`src/rtl/div_cfg_scheduler.sv`:
```
// -----------------------------------------------------------------------------
// div_cfg_scheduler
//
// Purpose:
//   Shares one even-ratio clock divider between N_REQ requesters. Divisor
//   change requests are arbitrated round-robin. Only one request is in flight
//   at a time. A shadow copy of the divider's counter and phase lets a new
//   divisor be applied only at a full output-period boundary, which is the
//   divided clock's falling edge. As a result the divided clock never
//   produces a runt pulse.
//
// Ports:
//   i_clk        system clock (same clock as the divider)
//   i_rst_n      synchronous active-low reset
//   i_req        level request per requester, held until its o_ack
//   i_req_div    requested divisors, requester k uses [16k+15:16k]
//   o_ack        one-cycle pulse to the requester whose divisor was applied
//   o_divisor    registered divisor to the divider (0 = bypass)
//   o_update     one-cycle pulse when o_divisor takes a different value
//   o_busy       high from accept to apply and during the hold-off window
//   o_clamped    sticky "a request was clamped" flag (clamp build only)
//   o_dbg_state  current FSM state (0 idle, 1 wait, 2 apply)
//
// Handshake:
//   A requester raises i_req[k] with a stable i_req_div slice. It keeps
//   i_req[k] high until o_ack[k] pulses. The divisor is captured at accept.
//   Later changes to the slice, or dropping i_req[k], do not cancel the
//   captured request.
//
// Build option:
//   DIV_CFG_CLAMP_EN - when defined, captured divisors above MAX_DIV are
//   clamped to MAX_DIV and the o_clamped port exists.
// -----------------------------------------------------------------------------
module div_cfg_scheduler #(
   parameter int          N_REQ       = 4,
   parameter logic [15:0] RST_DIV     = 16'd0,
   parameter logic [15:0] HOLD_CYCLES = 16'd0,
   parameter logic [15:0] MAX_DIV     = 16'hFFFF
) (
   input  logic                 i_clk,
   input  logic                 i_rst_n,
   input  logic [N_REQ-1:0]     i_req,
   input  logic [16*N_REQ-1:0]  i_req_div,
   output logic [N_REQ-1:0]     o_ack,
   output logic [15:0]          o_divisor,
   output logic                 o_update,
   output logic                 o_busy,
`ifdef DIV_CFG_CLAMP_EN
   output logic                 o_clamped,
`endif
   output logic [1:0]           o_dbg_state
);

   localparam int PW = $clog2(N_REQ);

   typedef enum logic [1:0] {
      S_IDLE  = 2'd0,
      S_WAIT  = 2'd1,
      S_APPLY = 2'd2
   } state_e;

   state_e            state_q, state_d;
   logic [PW-1:0]     rr_ptr_q, rr_ptr_d;
   logic [PW-1:0]     pend_idx_q, pend_idx_d;
   logic [15:0]       pend_div_q, pend_div_d;
   logic [15:0]       divisor_q, divisor_d;
   logic [N_REQ-1:0]  ack_q, ack_d;
   logic              update_q, update_d;
   logic [15:0]       cnt_q, cnt_d;
   logic              phase_q, phase_d;
   logic [15:0]       hold_q, hold_d;
   logic              clamped_q, clamped_d;

   logic [15:0]       req_div_arr [N_REQ];
   logic              grant_found;
   logic [PW-1:0]     grant_idx;
   logic [PW-1:0]     cand_idx;
   int                cand;
   logic [15:0]       sel_div;
   logic [15:0]       latch_div;
   logic              latch_clamp;
   logic              boundary;
   logic              accept;

   // Split the flat divisor bus into one slice per requester.
   always_comb begin
      for (int k = 0; k < N_REQ; k++) begin
         req_div_arr[k] = i_req_div[16*k +: 16];
      end
   end

   // Round-robin pick: first set request at or after the pointer, wrapping.
   always_comb begin
      grant_found = 1'b0;
      grant_idx   = '0;
      cand        = 0;
      cand_idx    = '0;
      for (int i = 0; i < N_REQ; i++) begin
         cand     = (int'(rr_ptr_q) + i) % N_REQ;
         cand_idx = PW'(cand);
         if (!grant_found && i_req[cand_idx]) begin
            grant_found = 1'b1;
            grant_idx   = cand_idx;
         end
      end
   end

   assign sel_div = req_div_arr[grant_idx];

`ifdef DIV_CFG_CLAMP_EN
   assign latch_clamp = (sel_div > MAX_DIV);
   assign latch_div   = latch_clamp ? MAX_DIV : sel_div;
`else
   logic unused_max_div;
   assign unused_max_div = ^MAX_DIV;
   assign latch_clamp    = 1'b0;
   assign latch_div      = sel_div;
`endif

   // Bypass (divisor 0) has no period, so every cycle counts as a boundary.
   // Otherwise the boundary is the last cycle of the high half-period, that
   // is, the divided clock is about to fall.
   assign boundary = (divisor_q == 16'd0) ||
                     ((cnt_q >= divisor_q - 16'd1) && phase_q);

   always_comb begin
      state_d    = state_q;
      rr_ptr_d   = rr_ptr_q;
      pend_idx_d = pend_idx_q;
      pend_div_d = pend_div_q;
      divisor_d  = divisor_q;
      ack_d      = '0;
      update_d   = 1'b0;
      clamped_d  = clamped_q;
      accept     = 1'b0;
      hold_d     = (hold_q != 16'd0) ? hold_q - 16'd1 : 16'd0;

      // Free-running shadow of the divider's counter and output phase.
      if (divisor_q == 16'd0) begin
         cnt_d   = 16'd0;
         phase_d = 1'b0;
      end else if (cnt_q >= divisor_q - 16'd1) begin
         cnt_d   = 16'd0;
         phase_d = ~phase_q;
      end else begin
         cnt_d   = cnt_q + 16'd1;
         phase_d = phase_q;
      end

      case (state_q)
         S_IDLE: begin
            if ((hold_q == 16'd0) && grant_found) begin
               accept     = 1'b1;
               pend_idx_d = grant_idx;
               pend_div_d = latch_div;
               clamped_d  = clamped_q | latch_clamp;
               rr_ptr_d   = (grant_idx == PW'(N_REQ - 1)) ? '0 : grant_idx + 1'b1;
               state_d    = S_WAIT;
            end
         end
         S_WAIT: begin
            // A request for the divisor already in use needs no boundary.
            if (boundary || (pend_div_q == divisor_q)) begin
               divisor_d            = pend_div_q;
               update_d             = (pend_div_q != divisor_q);
               ack_d[pend_idx_q]    = 1'b1;
               // The divider restarts its period on every divisor write.
               cnt_d                = 16'd0;
               phase_d              = 1'b0;
               hold_d               = HOLD_CYCLES;
               state_d              = S_APPLY;
            end
         end
         S_APPLY: begin
            state_d = S_IDLE;
         end
         default: begin
            state_d = S_IDLE;
         end
      endcase
   end

   always_ff @(posedge i_clk) begin
      if (!i_rst_n) begin
         state_q    <= S_IDLE;
         rr_ptr_q   <= '0;
         pend_idx_q <= '0;
         pend_div_q <= 16'd0;
         divisor_q  <= RST_DIV;
         ack_q      <= '0;
         update_q   <= 1'b0;
         cnt_q      <= 16'd0;
         phase_q    <= 1'b0;
         hold_q     <= 16'd0;
         clamped_q  <= 1'b0;
      end else begin
         state_q    <= state_d;
         rr_ptr_q   <= rr_ptr_d;
         pend_idx_q <= pend_idx_d;
         pend_div_q <= pend_div_d;
         divisor_q  <= divisor_d;
         ack_q      <= ack_d;
         update_q   <= update_d;
         cnt_q      <= cnt_d;
         phase_q    <= phase_d;
         hold_q     <= hold_d;
         clamped_q  <= clamped_d;
      end
   end

   assign o_ack       = ack_q;
   assign o_divisor   = divisor_q;
   assign o_update    = update_q;
   // Busy also covers the accepting cycle, so it stays high across
   // back-to-back grants separated by the hold-off window.
   assign o_busy      = (state_q != S_IDLE) || (hold_q != 16'd0) || accept;
   assign o_dbg_state = state_q;

`ifdef DIV_CFG_CLAMP_EN
   assign o_clamped = clamped_q;
`else
   logic unused_clamped;
   assign unused_clamped = clamped_q;
`endif

endmodule
```
`config.mk`:
```
export PLATFORM = sky130hd
export DESIGN_NAME = div_cfg_scheduler
export DESIGN_NICKNAME = d
export VERILOG_FILES = /design/src/rtl/div_cfg_scheduler.sv
export SDC_FILE = /design/constraint.sdc
export NUM_CORES = 1
export LEC_CHECK = 0
export CORE_MARGIN = 2
export CORE_UTILIZATION = 52
export CTS_BUF_LIST = sky130_fd_sc_hd__clkbuf_8
export DETAILED_ROUTE_END_ITERATION = 8
export PLACE_DENSITY = 0.81
export SETUP_SLACK_MARGIN = 0.05
export SYNTH_ARGS = -nofsm -noshare
export SYNTH_HDL_FRONTEND = slang
export SYNTH_SLANG_ARGS = --single-unit
```
`constraint.sdc`:
```
create_clock -name i_clk -period 4.2 [get_ports i_clk]
set_clock_uncertainty 0.15 [all_clocks]
set_input_delay 0.84 -clock i_clk [delete_from_list [all_inputs] [get_ports i_clk]]
set_output_delay 0.84 -clock i_clk [all_outputs]
set_load 0.005 [all_outputs]
```
---- Word level (Yosys, flattened, before mapping) ----
Cells that the tools add are included.
storage, ports and cells
  register bits ........................... 76
  bits of input ports ..................... 70
  output and inout port bits .............. 24
cells by class
  add/sub/neg operators ................... 7
  $lt $le $gt $ge ......................... 8
  eq/ne operators ......................... 6
  mux-type cells .......................... 38
  bitwise gates (word level) .............. 2
  reductions and logical operators ........ 22
operators with widths
  kind                                                 number
  two-way mux 16 bit                                   9
  binary-select mux 16 bit (select 2 bit)              1
  logical NOT 16 bit                                   2
  subtractor 16 x 1 -> 16 bit (second input constant)  2
  adder 16 x 1 -> 16 bit (second input constant)       1
  == test 16 bit                                       1
  >= comparator 16 bit                                 1
  != test 16 bit                                       1
  nonzero test 16 bit                                  1
  < comparator 2 x 3 -> 1 bit (second input constant)  5
  two-way mux 1 bit                                    15
  two-way mux 2 bit                                    7
  binary-select mux 1 bit (select 2 bit)               4
  logical AND 1 bit                                    6
  AND reduction 2 bit                                  3
  adder 2 x 1 -> 2 bit (second input constant)         2
  adder 2 bit (second input constant)                  2
  logical OR 1 bit                                     4
  != test 2 bit (second input constant)                2
  one-hot mux 2 bit (2 select lines)                   1
  >= comparator 3 bit (second input constant)          1
  logical NOT 1 bit                                    3
  inverter 2 -> 3 bit                                  1
  AND reduction 3 bit                                  1
  7 further kinds                                      7

---- Depth between registers and ports, before layout ----
Gate-level depths: netlist (run 1).
  depth in word-level cells ............... 16
  mapped depth ............................ 19
  depth with buffers taken out ............ 17

---- Worst setup path after synthesis (run 1) ----
Ideal clock, no wire load.
  path kind ............................... register to register
  from .................................... register divisor_q[4], in the netlist o_divisor[4]
  to ...................................... register cnt_q[10]
  arrival ................................. 3.416 ns
  required time ........................... 3.986 ns
  path slack .............................. 0.570 ns
  stages on the path, launching flop included .. 18
  path buffers ............................ 2
  period minus slack after synthesis ...... 3.630 ns
  path through ............................ dfxtp_1 buf_2 nor3_1 nand3b_1 or2b_1 nor3_1 xnor2_1 ha_1 a21o_1 a21o_1 a21oi_1 o21ai_0 ha_1 a41oi_1 o211a_1 o211ai_1 buf_2 nor2_1
on the way
  word-level cells in the longest chain between the ends .. 7
  elaborated cells between the ends (all ways) .. 11
  those cells by class .................... 1 x add/sub; 1 x order compare; 1 x eq/ne; 4 x mux; 4 x reduce/logical
RTL lines
  element                      line      RTL
  from (decl)                  66        logic [15:0] divisor_q, divisor_d;
  from (signal assigned)       201       divisor_q <= divisor_d;
  subtractor 16 x 1 -> 16 bit  124, 142
  >= comparator 16 bit         124, 142
  logical AND 1 bit            124       ((cnt_q >= divisor_q - 16'd1) && phase_q);
  logical OR 1 bit             123       assign boundary = (divisor_q == 16'd0) ||
  logical OR 1 bit             163       if (boundary || (pend_div_q == divisor_q)) begin
  two-way mux 16 bit           163
  two-way mux 16 bit (*)       150       case (state_q)
  to (signal assigned)         204       cnt_q <= cnt_d;
  to (decl)                    69        logic [15:0] cnt_q, cnt_d;
Every way passes the cells marked *; elsewhere a longest branch is shown, timed or not.
A chain may end at the register's enable or synchronous reset.

---- Worst setup path in the final report (run 1) ----
  from .................................... register divisor_q[7], in the netlist o_divisor[7]
  to ...................................... register divisor_q[5], in the netlist o_divisor[5]
on the way
  word-level cells in the longest chain between the ends .. 6
  elaborated cells between the ends (all ways) .. 8
  those cells by class .................... 1 x add/sub; 1 x order compare; 1 x eq/ne; 5 x reduce/logical
RTL lines
  element                                   line
  subtractor 16 x 1 -> 16 bit               124
  >= comparator 16 bit                      124
  logical AND 1 bit                         124
  logical OR 1 bit                          123
  logical OR 1 bit (*)                      163
  AND reduction 2 bit (no source line) (*)  -
Marked as above.

==> results.toml, run 1 <==
[status]
status = "finished clean"

[logic_synthesis]
synth_common_cells = "dfxtp_1 (76), nor2_1 (45), nand2_1 (42), a21oi_1 (34), mux2i_1 (33)"
syn_area_per_cell_sq_um = 9.05
yosysUniqueCellTypes = 47
post-synth-top-count-cell = "dfxtp_1"
yosys.area.top_type_share = 0.371
synth_edf_count = 0
yosysTopAreaCell = "dfxtp_1"
ys_ff_latch = 76
yosys_warnings = 0
synthesis.area_sq_um = 4100
synth_nets = 545
synth.area.top_cells = "dfxtp_1 (37%), mux2i_1 (8.1%), ha_1 (6.7%)"
synthFlopType = "dfxtp_1"
synthArstFlopShare = 0
yosysSeqAreaShare = 0.371
synthCells = 453

[sta]
max_slew_margin = 0.523
rsz0062_at_grt = "false"
finalSetupViolCount = 0
fin_tns_setup_ns = 0
worstMarginPinSlew_ns = 0.716
finalHoldViolations = 0
fmax_mhz = 257
min_period_ns = 3.90
min_period_over_period = 0.927
whs_ns = 0.307
finalMaxSlewViolations = 0

[die]
dieWidth_um = 92.8
core_region_area_sq_um = 7690
io_pins = 94
die_h_um = 92.8
initial_core_util = 0.533
row_count = 32
dieArea_sq_um = 8610

[setup_path]
start_kind = "register"
required_ns = 4.29
endpoint_kind = "register"
worst-setup-path-type = "reg2reg"
crit_path_max_fanout = 19
arrival_ns = 3.98

[clock_network]
clk_pin_slew_ns = 0.08
htreeDepth = 3
cts_tree = "yes"
clock_sinks = 76
hold_buffers = 0
clk_latency_ns = 0.35
root_buffer = "clkbuf_8"
clockBufferDepth = 2
cts_buffers = 9

[layout]
area_growth_pct = 29.3
finalNetCount = 634
drive_gt1_frac = 0.0514
antenna_cells = 0
fillers = 630

[global_routing]
grt_max_degree = 24
globalRoute.totalOverflow = 0
grt_util_all_layers = 0.238
antenna_found_initial = 0
grt_pass1_vias = 3594
grt_pass1_wl_um = 16400

[route]
routed_wl_um = 9740
ant_nets = 0
drtIter0Drc = 118
via_count = 3579
drt-vias-per-instance = 5.53
wl_per_cell_um = 15.1
first_pass_iters = 4
remaining_drc_errors = 0

[power_and_ir_drop]
ir_drop_uv = 342
power.leakage_nw = 2.37
p_per_area_nw_per_um2 = 698

[placement]
gp_congestion = 0.857
portBuffers = 93
dp_hpwl_um = 7340

[hold_path]
holdCritPathClass = "reg2reg"

[run]
drv_cap = 0
final timing paths:
path                                    from            to  slack (ns)  depth (start not counted)
worst max-delay path            o_divisor[7]  o_divisor[5]        0.30                         14
worst min-delay path               hold_q[0]     hold_q[0]        0.31                          1
worst max register to register  o_divisor[7]  o_divisor[5]        0.30                         14
worst min register to register     hold_q[0]     hold_q[0]        0.31                          1
registers in the layout, indices dropped and copies added (netlist names):
register / cells
pend_div_q: 16
hold_q: 16
rr_ptr_q: 2
pend_idx_q: 2
o_divisor: 16
o_dbg_state: 2
phase_q: 1
o_ack: 4
o_update: 1
cnt_q: 16
per-stage QoR:
stage                     total power, W  worst slack, ns  cell area [sq um]  std cells  utilization
final                            0.00370            0.305               5300        647        0.689
after global routing             0.00399           0.0505               5300        647        0.689
after CTS                        0.00370            0.235               5290        647        0.688
after detailed placement         0.00313            0.276               5110        633        0.665
after global placement           0.00306            0.460               5110        633        0.665
after floorplan                  0.00257            0.570               4100        453            -
cell families (layout without fill, tap and decap cells):
family / Yosys count / count (layout) / share of synthesized area
and+or+nand+nor: 151 / 151 / 0.182
DFF: 76 / 76 / 0.371
buffers and inverters: 31 / 123 / 0.0376
muxes: 33 / 33 / 0.0806
adders and majority gates: 22 / 22 / 0.0672
xor gates and xnor gates: 55 / 55 / 0.118
AOI/OAI and AO/OA: 85 / 85 / 0.144
report_power, final:
part           switching [W]  leakage (nW)  internal [W]
clock network       0.000268        0.0870      0.000266
logic                0.00111          1.66       0.00101
registers           0.000192         0.617      0.000857
total                0.00157          2.37       0.00213
critical path: stages, from the launching register on:
cell and delay [ns]:
dfxtp_1 0.43, nor4_1 0.41, or2b_1 0.31, nor3_1 0.21
xnor2_1 0.17, ha_1 0.27, a21o_1 0.18, a21o_1 0.17
a21oi_1 0.20, o21ai_0 0.13, ha_1 0.20, a41oi_1 0.30
a21oi_1 0.22, buf_4 0.25, a22o_1 0.19
metal layers:
layer / track usage / share of wire / routed length (um) / up-vias
met1: 0.296 / 0.45 / 4360 / 1685
met5: 0 / 0 / 0 / -
met2: 0.405 / 0.49 / 4770 / 88
met4: 0.0956 / 0.019 / 184 / 0
met3: 0.0448 / 0.044 / 427 / 17
li1: - / - / - / 1789
cell usage in the layout, fill, tap and decap left out, drive strengths merged, types with 2 or more instances in the layout:
cell	n
clkinvlp	2
ha	22
o22a	16
a21oi	34
o22ai	2
and2	2
nand3	7
nor4	12
nor3	11
a41oi	2
o21ai	4
inv	10
xor2	29
nand4	5
or3	3
nand2b	5
xnor2	26
nor2	45
and3	5
buf	6
or4	2
nor3b	4
a21o	2
clkdlybuf4s50	93
a22o	16
clkbuf	9
dfxtp	76
nand2	43
mux2i	33
o21a	3
clkinv	2
final cells by class:
type,count,area (sq um),share of cell area
Clock buffer,9,124,0.0234
Clock inverter,5,55.1,0.0104
Inverter,10,37.5,0.00708
Multi-Input combinational cell,346,2450,0.462
Sequential cell,76,1520,0.287
Tap cell,102,128,0.0241
Timing Repair Buffer,99,988,0.186
what timing repair did:
item                       CTS  global route
hold endpoints to repair     0             0
setup endpoints to repair    0            53
buffers inserted             0             0
resized for setup            0             2
Note: power is estimated with default switching activity, not from simulation.
==> inputs of run 2 (changes only) <==
--- a/config.mk
+++ b/config.mk
@@ -5,6 +5,7 @@
 export SDC_FILE = /design/constraint.sdc
 export NUM_CORES = 1
 export LEC_CHECK = 0
+export ABC_CLOCK_PERIOD_IN_PS = 4200
 export CORE_MARGIN = 2
 export CORE_UTILIZATION = 52
 export CTS_BUF_LIST = sky130_fd_sc_hd__clkbuf_8
==> results of run 2 <==
Same layout as run 1: the final DEF is identical, and so are final timing and power.
==> inputs of run 3 (changes only) <==
--- a/config.mk
+++ b/config.mk
@@ -6,12 +6,14 @@
 export NUM_CORES = 1
 export LEC_CHECK = 0
 export ABC_CLOCK_PERIOD_IN_PS = 4200
+export CAP_MARGIN = 25
 export CORE_MARGIN = 2
 export CORE_UTILIZATION = 52
 export CTS_BUF_LIST = sky130_fd_sc_hd__clkbuf_8
 export DETAILED_ROUTE_END_ITERATION = 8
 export PLACE_DENSITY = 0.81
 export SETUP_SLACK_MARGIN = 0.05
+export SLEW_MARGIN = 30
 export SYNTH_ARGS = -nofsm -noshare
 export SYNTH_HDL_FRONTEND = slang
 export SYNTH_SLANG_ARGS = --single-unit
==> results of run 3 <==
Same layout as run 1: the final DEF is identical, and so are final timing and power.
